[src/rtl/sd_block_reader.sv]
// sd_block_reader: SPI-mode CMD17 single-block read sequencer driving a byte-exchange engine.
// Define SD_BLOCK_READER_CRC_CHECK_EN to verify the CRC16 of the data block.
module sd_block_reader #(
  parameter int R1_TRIES = 8,
  parameter int TOKEN_TIMEOUT = 4096,
  parameter int BLOCK_ADDR = 1
) (
  input  logic        clk,
  input  logic        reset,
  input  logic        req_valid,
  output logic        req_ready,
  input  logic [31:0] req_lba,
  output logic        xfer_start,
  output logic [7:0]  xfer_tx,
  input  logic        xfer_done,
  input  logic [7:0]  xfer_rx,
  output logic        cs_n,
  output logic        rd_valid,
  output logic [7:0]  rd_data,
  output logic [8:0]  rd_index,
  output logic        done,
  output logic        error,
  output logic [2:0]  err_code
);
  typedef enum logic [2:0] {IDLE, CMD, R1, TOKEN, DATA, CRC, TAIL, FIN} state_t;
  localparam logic [12:0] R1_LAST = 13'(R1_TRIES - 1);
  localparam logic [12:0] TOK_LAST = 13'(TOKEN_TIMEOUT - 1);
  state_t state;
  logic pend, failed, rx_ok, crc_bad;
  logic [12:0] pcnt, pcnt_inc;
  logic [9:0] dcnt, dcnt_inc;
  logic [39:0] cmd_sr;
  logic [2:0] fail_code;
  assign rx_ok = pend && xfer_done;
  assign pcnt_inc = &pcnt ? pcnt : pcnt + 13'd1;
  assign dcnt_inc = &dcnt ? dcnt : dcnt + 10'd1;
`ifdef SD_BLOCK_READER_CRC_CHECK_EN
  logic [15:0] crc;
  logic [7:0] crc_hi;
  function automatic logic [15:0] crc_next(input logic [15:0] c, input logic [7:0] b);
    logic [15:0] r;
    r = c ^ {b, 8'h00};
    for (int i = 0; i < 8; i++) r = r[15] ? {r[14:0], 1'b0} ^ 16'h1021 : {r[14:0], 1'b0};
    return r;
  endfunction
  assign crc_bad = state == CRC && dcnt != 10'd0 && {crc_hi, xfer_rx} != crc;
`else
  assign crc_bad = 1'b0;
`endif
  // Only meaningful while rx_ok; bytes other than 0xFE/0000xxxx in TOKEN count as idle polls.
  always_comb
    fail_code = crc_bad ? 3'd5 :
      state == R1 ? (!xfer_rx[7] ? (xfer_rx != 8'h00 ? 3'd2 : 3'd0) : (pcnt == R1_LAST ? 3'd1 : 3'd0)) :
      state == TOKEN && xfer_rx != 8'hFE ? (xfer_rx[7:4] == 4'h0 ? 3'd4 : (pcnt == TOK_LAST ? 3'd3 : 3'd0)) :
      3'd0;
  always_ff @(posedge clk) begin
    xfer_start <= 1'b0;
    rd_valid <= 1'b0;
    done <= 1'b0;
    if (reset) begin
      state <= IDLE;
      req_ready <= 1'b1;
      cs_n <= 1'b1;
      xfer_tx <= 8'hFF;
      pend <= 1'b0;
      failed <= 1'b0;
      pcnt <= '0;
      dcnt <= '0;
      cmd_sr <= '0;
      rd_data <= '0;
      rd_index <= '0;
      error <= 1'b0;
      err_code <= '0;
`ifdef SD_BLOCK_READER_CRC_CHECK_EN
      crc <= '0;
      crc_hi <= '0;
`endif
    end else if (state == IDLE) begin
      if (req_valid) begin
        state <= CMD;
        req_ready <= 1'b0;
        cs_n <= 1'b0;
        xfer_start <= 1'b1;
        xfer_tx <= 8'h51;
        pend <= 1'b1;
        cmd_sr <= {BLOCK_ADDR != 0 ? req_lba : {req_lba[22:0], 9'b0}, 8'hFF};
        pcnt <= '0;
        dcnt <= '0;
        failed <= 1'b0;
        error <= 1'b0;
        err_code <= '0;
`ifdef SD_BLOCK_READER_CRC_CHECK_EN
        crc <= '0;
`endif
      end
    end else if (state == FIN) begin
      state <= IDLE;
      req_ready <= 1'b1;
    end else if (rx_ok) begin
      pend <= 1'b1;
      xfer_start <= 1'b1;
      xfer_tx <= 8'hFF;
      if (fail_code != 3'd0) begin
        state <= TAIL;
        cs_n <= 1'b1;
        failed <= 1'b1;
        err_code <= fail_code;
      end else case (state)
        CMD: if (dcnt == 10'd5) begin
          state <= R1;
          pcnt <= '0;
        end else begin
          dcnt <= dcnt_inc;
          xfer_tx <= cmd_sr[39:32];
          cmd_sr <= {cmd_sr[31:0], 8'h00};
        end
        R1: if (!xfer_rx[7]) begin
          state <= TOKEN;
          pcnt <= '0;
        end else pcnt <= pcnt_inc;
        TOKEN: if (xfer_rx == 8'hFE) begin
          state <= DATA;
          dcnt <= '0;
        end else pcnt <= pcnt_inc;
        DATA: begin
          rd_valid <= 1'b1;
          rd_data <= xfer_rx;
          rd_index <= dcnt[8:0];
`ifdef SD_BLOCK_READER_CRC_CHECK_EN
          crc <= crc_next(crc, xfer_rx);
`endif
          state <= dcnt == 10'd511 ? CRC : DATA;
          dcnt <= dcnt == 10'd511 ? 10'd0 : dcnt_inc;
        end
        CRC: begin
`ifdef SD_BLOCK_READER_CRC_CHECK_EN
          crc_hi <= xfer_rx;
`endif
          dcnt <= dcnt_inc;
          if (dcnt != 10'd0) begin
            state <= TAIL;
            cs_n <= 1'b1;
          end
        end
        TAIL: begin
          xfer_start <= 1'b0;
          pend <= 1'b0;
          done <= 1'b1;
          error <= failed;
          state <= FIN;
        end
        default: ;
      endcase
    end
  end
endmodule

[config.mk]
export PLATFORM = sky130hd
export DESIGN_NAME = sd_block_reader
export DESIGN_NICKNAME = d
export VERILOG_FILES = /design/src/rtl/sd_block_reader.sv
export SDC_FILE = /design/constraint.sdc
export NUM_CORES = 1
export LEC_CHECK = 0
export CAP_MARGIN = 10
export CORE_ASPECT_RATIO = 1.4
export CORE_UTILIZATION = 38
export CTS_CLUSTER_SIZE = 25
export DETAILED_ROUTE_END_ITERATION = 7
export HOLD_SLACK_MARGIN = 0.05
export PLACE_DENSITY_LB_ADDON = 0.3
export SKIP_CTS_REPAIR_TIMING = 1
export SLEW_MARGIN = 10
export SYNTH_ARGS = -nofsm -noshare
export SYNTH_HDL_FRONTEND = slang
export SYNTH_SLANG_ARGS = --single-unit
[constraint.sdc]
create_clock -name clk -period 3.5 [get_ports clk]
set_input_delay 0.525 -clock clk [delete_from_list [all_inputs] [get_ports clk]]
set_output_delay 0.525 -clock clk [all_outputs]
set_load 0.005 [all_outputs]
==> impl_metrics.ini, run 1 <==
[die]
io_pins = 78
start_util = 0.394
core-area_sq_mm = 0.0115
die_w_um = 94.1
die_area_sq_mm = 0.0123
dieHeight_um = 131
rows = 46

[setup_path]
cp_num_buf_inv = 1
critical_path.max_stage_delay_ns = 0.55
cp_max_fo = 9
crit_family = simple AND/OR/NAND/NOR gates
crit_cells = 7
critPathLaunchType = input pin
cpMaxStageDelayCell = clkdlybuf4s50_1
rr_worst_depth = 5
endpoint_kind = register
path_cells = clkdlybuf4s50_1 > nor4_1 > a21oi_1 > o211ai_2 > nand3_1 > or3b_2 > a211oi_1
crit_required_ns = 3.76
arrival_ns = 3.07
critPathKind = in2reg

[yosys]
synth_area_sq_mm = 0.00451
syn-num-nets = 629
postSynthRegisterBits = 95
synth_edf_count = 0
syn_avg_cell_area_sq_um = 7.76
async_flop_share = 0
synth_ff_type = dfxtp_1
yosys_warnings = 0
synth_seq_area_share = 0.422
post_synth_inst_count = 581
synth_cell_types = 59

[clock_network]
cts_root_buf = clkbuf_16
numCtsBuffers = 9
tritoncts = yes
cts.sinks = 95
clk_path_buf_depth = 2
clk_latency_ns = 0.35
cts.clk_slew.worst_paths_ns = 0.07
htreeDepth = 3

[place]
portBuffers = 77
gp_congestion = 0.876
dp_hpwl_mm = 8.49

[pwr]
vdd_drop_max_v = 0.000210
p_leak_nw = 1.94
power_density_mw_per_mm2 = 450

[final_layout]
ff_latch_area_sq_mm = 0.00190
final_common_cell = nand2_1
diodes = 0
nNetsFinal = 685
area_growth_pct = 25.6
drive_gt1_frac = 0.0592
final_core_util = 0.495
final_cell_mix = nand2_1, dfxtp_1, clkdlybuf4s50_1, nor2_1, a21oi_1
fillers = 1149
multiInputGateArea_sq_mm = 0.00244

[sta]
period_needed_ns = 2.81
setup_viol = 0
rsz0062_at_grt = no
tightestPinTransition_ns = 0.871
slew_headroom = 0.419
slew_viol_final = 0
fin_crit_sh = 0.802
finalSetupTns_ns = 0
fmax_mhz = 356
hold_viol = 0
finalClockSkew_ns = 0.00863

[grt]
grt_pass1_wl_mm = 19.8
grtUsageMet3 = 0.0503
grtUsageTotal = 0.203
grt-busiest-layer = met2
overflow = 0
grt_max_degree = 71
grt_pass1_vias = 4206
use_met1 = 0.242
antenna_found_initial = 0
use_met2 = 0.346

[detailed_routing]
drcViolationCount = 0
ant_nets = 0
first_pass_iters = 4
viasPerCell = 5.64
wl_per_cell_um = 15.1
routed_wl_mm = 11.9
vias = 4435
drt_iter0_drc = 212

[hold_path]
hp-class = reg2reg
holdPathStages = 2

[flow_run]
maxCapViolCount = 0

[run_status]
status = complete, no violations
synthesized netlist by cell type, types with 5 or more instances:
library cell	count	area, sq um
a211oi_1	10	75.1
or3_1	5	31.3
dfxtp_1	95	1900
a311oi_1	24	210
a21oi_1	58	290
o31ai_1	5	37.5
nor4_1	9	56.3
buf_2	8	40.0
o21ai_0	16	80.1
nand4_1	8	50.1
nand2_1	122	458
nand2b_1	5	31.3
nor2_1	57	214
nand3_1	26	130
clkbuf_1	27	101
nor2b_1	6	37.5
inv_1	7	26.3
nor3_1	17	85.1
worst register-to-register path, cell delays in order (launching register included):
cell and delay (ns):
dfxtp_1 0.76, nor2_1 0.26, o21a_1 0.26, a21oi_1 0.67
o21ai_0 0.24, a211oi_1 0.27
per-stage QoR:
step / cells / power, mW / setup WS (ns) / hold slack (ns) / cell area (sq um)
2_1_floorplan: 581 / 1.47 / 1.16 / 0.432 / 4510
3_3_place_gp: 770 / 1.61 / 0.473 / 0.444 / 5380
3_5_place_dp: 770 / 1.62 / 0.371 / 0.448 / 5380
4_1_cts: 786 / 2.56 / 0.699 / 0.458 / 5660
5_1_grt: 786 / 2.67 / 0.453 / 0.476 / 5660
6_report: 786 / 2.55 / 0.692 / 0.455 / 5660
worst paths after layout:
| kind | from | end | slack [ns] |
|---|---|---|---|
| setup / recovery | xfer_rx[7] | state[0]$_SDFFE_PP0P_ | 0.69 |
| hold / removal | rd_data[6]$_SDFFE_PP0P_ | rd_data[6]$_SDFFE_PP0P_ | 0.46 |
| setup reg to reg | state[1]$_SDFFE_PP0P_ | dcnt[4]$_SDFFE_PP0P_ | 0.95 |
| hold reg to reg | rd_data[6]$_SDFFE_PP0P_ | rd_data[6]$_SDFFE_PP0P_ | 0.46 |
cell type report:
cell class / instances / area share
Multi-Input combinational cell: 440 / 0.430
Sequential cell: 95 / 0.336
Clock inverter: 7 / 0.0113
Clock buffer: 9 / 0.0398
Timing Repair Buffer: 84 / 0.147
Tap cell: 144 / 0.0318
Inverter: 7 / 0.00464
where the power goes:
group | total (mW) | switching, mW | internal, mW
Sequential | 1.20 | 0.0466 | 1.15
Clock | 0.957 | 0.459 | 0.498
Combinational | 0.391 | 0.216 | 0.175
Total | 2.55 | 0.722 | 1.83
cell families after synthesis:
| kind of cell | count (synthesis) | share of synthesized area |
|---|---|---|
| DFF | 95 | 0.422 |
| xor gates and xnor gates | 2 | 0.00389 |
| buffers and inverters | 46 | 0.0414 |
| adders and majority gates | 4 | 0.0111 |
| muxes | 1 | 0.00222 |
| and+or+nand+nor | 283 | 0.294 |
| AOI/OAI and AO/OA | 150 | 0.225 |
routing by layer:
metal	up-vias	wire, um
met4	0	316
met1	2060	4920
met5	-	0
met3	30	604
met2	127	6030
li1	2218	-
registers in the layout, summed over array words and instances, names as in the netlist, 3 cells and up:
name,count
cmd_sr,33
pcnt,13
dcnt,10
rd_index,9
rd_data,8
xfer_tx,8
err_code,3
state,3
No activity file was read; power rests on OpenSTA's default activity.
==> run 2: changes to the inputs <==
Clock period 3.5 ns to 2.6 ns, I/O delays scaled along.
==> impl_metrics.ini, run 2 (synthesis results as in run 1) <==
[run_status]
status = complete, no violations

[sta]
slew_headroom = 0.526
period_needed_ns = 2.43
fin_crit_sh = 0.936
finalSetupTns_ns = 0
setup_viol = 0
slew_viol_final = 0
finalClockSkew_ns = 0.00568
hold_viol = 0
rsz0062_at_grt = no
fmax_mhz = 411
tightestPinTransition_ns = 0.710

[pwr]
clkPwrFrac = 0.373
internal-power_mw = 2.57
fin_total_pwr_mw = 3.50
swShare = 0.266
p_leak_nw = 2.14
vdd_drop_max_v = 0.000348
pwr-share-seq = 0.461
power.switching_mw = 0.929
p_comb_frac = 0.166
power_density_mw_per_mm2 = 584

[die]
die_w_um = 94.1
io_pins = 78
start_util = 0.394
rows = 46
dieHeight_um = 131
die_area_sq_mm = 0.0123
core-area_sq_mm = 0.0115

[setup_path]
endpoint_kind = register
critPathLaunchType = input pin
critPathKind = in2reg
cp_max_fo = 13
arrival_ns = 2.69
crit_required_ns = 2.85

[clock_network]
tritoncts = yes
cts.sinks = 95
clk_path_buf_depth = 2
numCtsBuffers = 9
cts.clk_slew.worst_paths_ns = 0.07
clk_latency_ns = 0.34
cts_root_buf = clkbuf_16
htreeDepth = 3

[final_layout]
largest_reg_flops = 33
top_regs = cmd_sr: 33 flops, pcnt: 13 flops, dcnt: 10 flops
area_growth_pct = 32.8
final_cell_mix = nand2_1, dfxtp_1, clkdlybuf4s50_1, nor2_1, a21oi_1
ff_latch_area_sq_mm = 0.00190
regMostFlops = cmd_sr
final_common_cell = nand2_1
multiInputGateArea_sq_mm = 0.00244
nNetsFinal = 724
fillers = 1120
diodes = 0
drive_gt1_frac = 0.113

[place]
gp_congestion = 0.881
dp_hpwl_mm = 9.16
portBuffers = 77

[detailed_routing]
viasPerCell = 5.61
first_pass_iters = 5
drt_iter0_drc = 167
routed_wl_mm = 12.6
wl_per_cell_um = 15.3
vias = 4621
drcViolationCount = 0
ant_nets = 0

[grt]
overflow = 0
use_met1 = 0.252
use_met2 = 0.366
grtUsageMet3 = 0.0527
grtUsageTotal = 0.213
grt_pass1_wl_mm = 20.6
grt_max_degree = 47
grt_pass1_vias = 4340
grt-busiest-layer = met2
antenna_found_initial = 0

[flow_run]
maxCapViolCount = 0

[hold_path]
hp-class = reg2reg
[run 2: changes by cell type in the layout (fill, tap and decap cells not counted), sizes merged]
cell    previous run  this run
inv               10         8
buf                8        47
bufinv             0         1
[run 2: critical path: stages]
cell and delay [ns]:
clkdlybuf4s50_1 0.46, nor4_1 0.44, a21oi_1 0.21, o211ai_2 0.31
nand4_1 0.14, buf_4 0.20, or2_2 0.31, o31ai_1 0.24
[run 2: path summary, 6_finish.rpt]
path / start / end / slack [ns] / depth (start not counted)
worst max-delay path: xfer_rx[4] / pcnt[5]$_SDFFE_PP0P_ / 0.17 / 8
worst min register to register: rd_index[8]$_SDFFE_PP0P_ / rd_index[8]$_SDFFE_PP0P_ / 0.45 / 2
worst min-delay path: rd_index[8]$_SDFFE_PP0P_ / rd_index[8]$_SDFFE_PP0P_ / 0.45 / 2
worst max register to register: dcnt[6]$_SDFFE_PP0P_ / pcnt[5]$_SDFFE_PP0P_ / 0.23 / 7
[run 2: power groups by stage]
stage / combinational, mW / clock (mW) / sequential [mW]
after floorplan: 0.345 / 0 / 1.63
after detailed placement: 0.581 / 0 / 1.65
after global routing: 0.645 / 1.40 / 1.62
after global placement: 0.570 / 0 / 1.64
after CTS: 0.584 / 1.34 / 1.61
final: 0.582 / 1.30 / 1.61
[run 2: through the flow]
step | hold WS, ns | area [sq um] | setup slack (ns) | utilization | std cells
3_5_place_dp | 0.445 | 5690 | -0.175 | 0.497 | 809
6_report | 0.453 | 5990 | 0.165 | 0.523 | 824
5_1_grt | 0.466 | 5990 | 0.0200 | 0.523 | 824
2_1_floorplan | 0.432 | 4510 | 0.391 | - | 581
4_1_cts | 0.455 | 5980 | 0.195 | 0.522 | 824
3_3_place_gp | 0.445 | 5690 | -0.0248 | 0.497 | 809
[run 2: metal layers]
metal	routed length, um	vias up
li1	-	2295
met1	5090	2173
met2	6530	124
met3	607	29
met4	346	0
met5	0	-
[run 2: area by class of cell]
| type | instances | area share |
|---|---|---|
| multi-input combinational | 440 | 0.408 |
| sequential | 95 | 0.318 |
| timing repair buffer | 123 | 0.192 |
| clock buffer | 9 | 0.0376 |
| tap | 144 | 0.0301 |
| clock inverter | 6 | 0.0102 |
| inverter | 7 | 0.00439 |
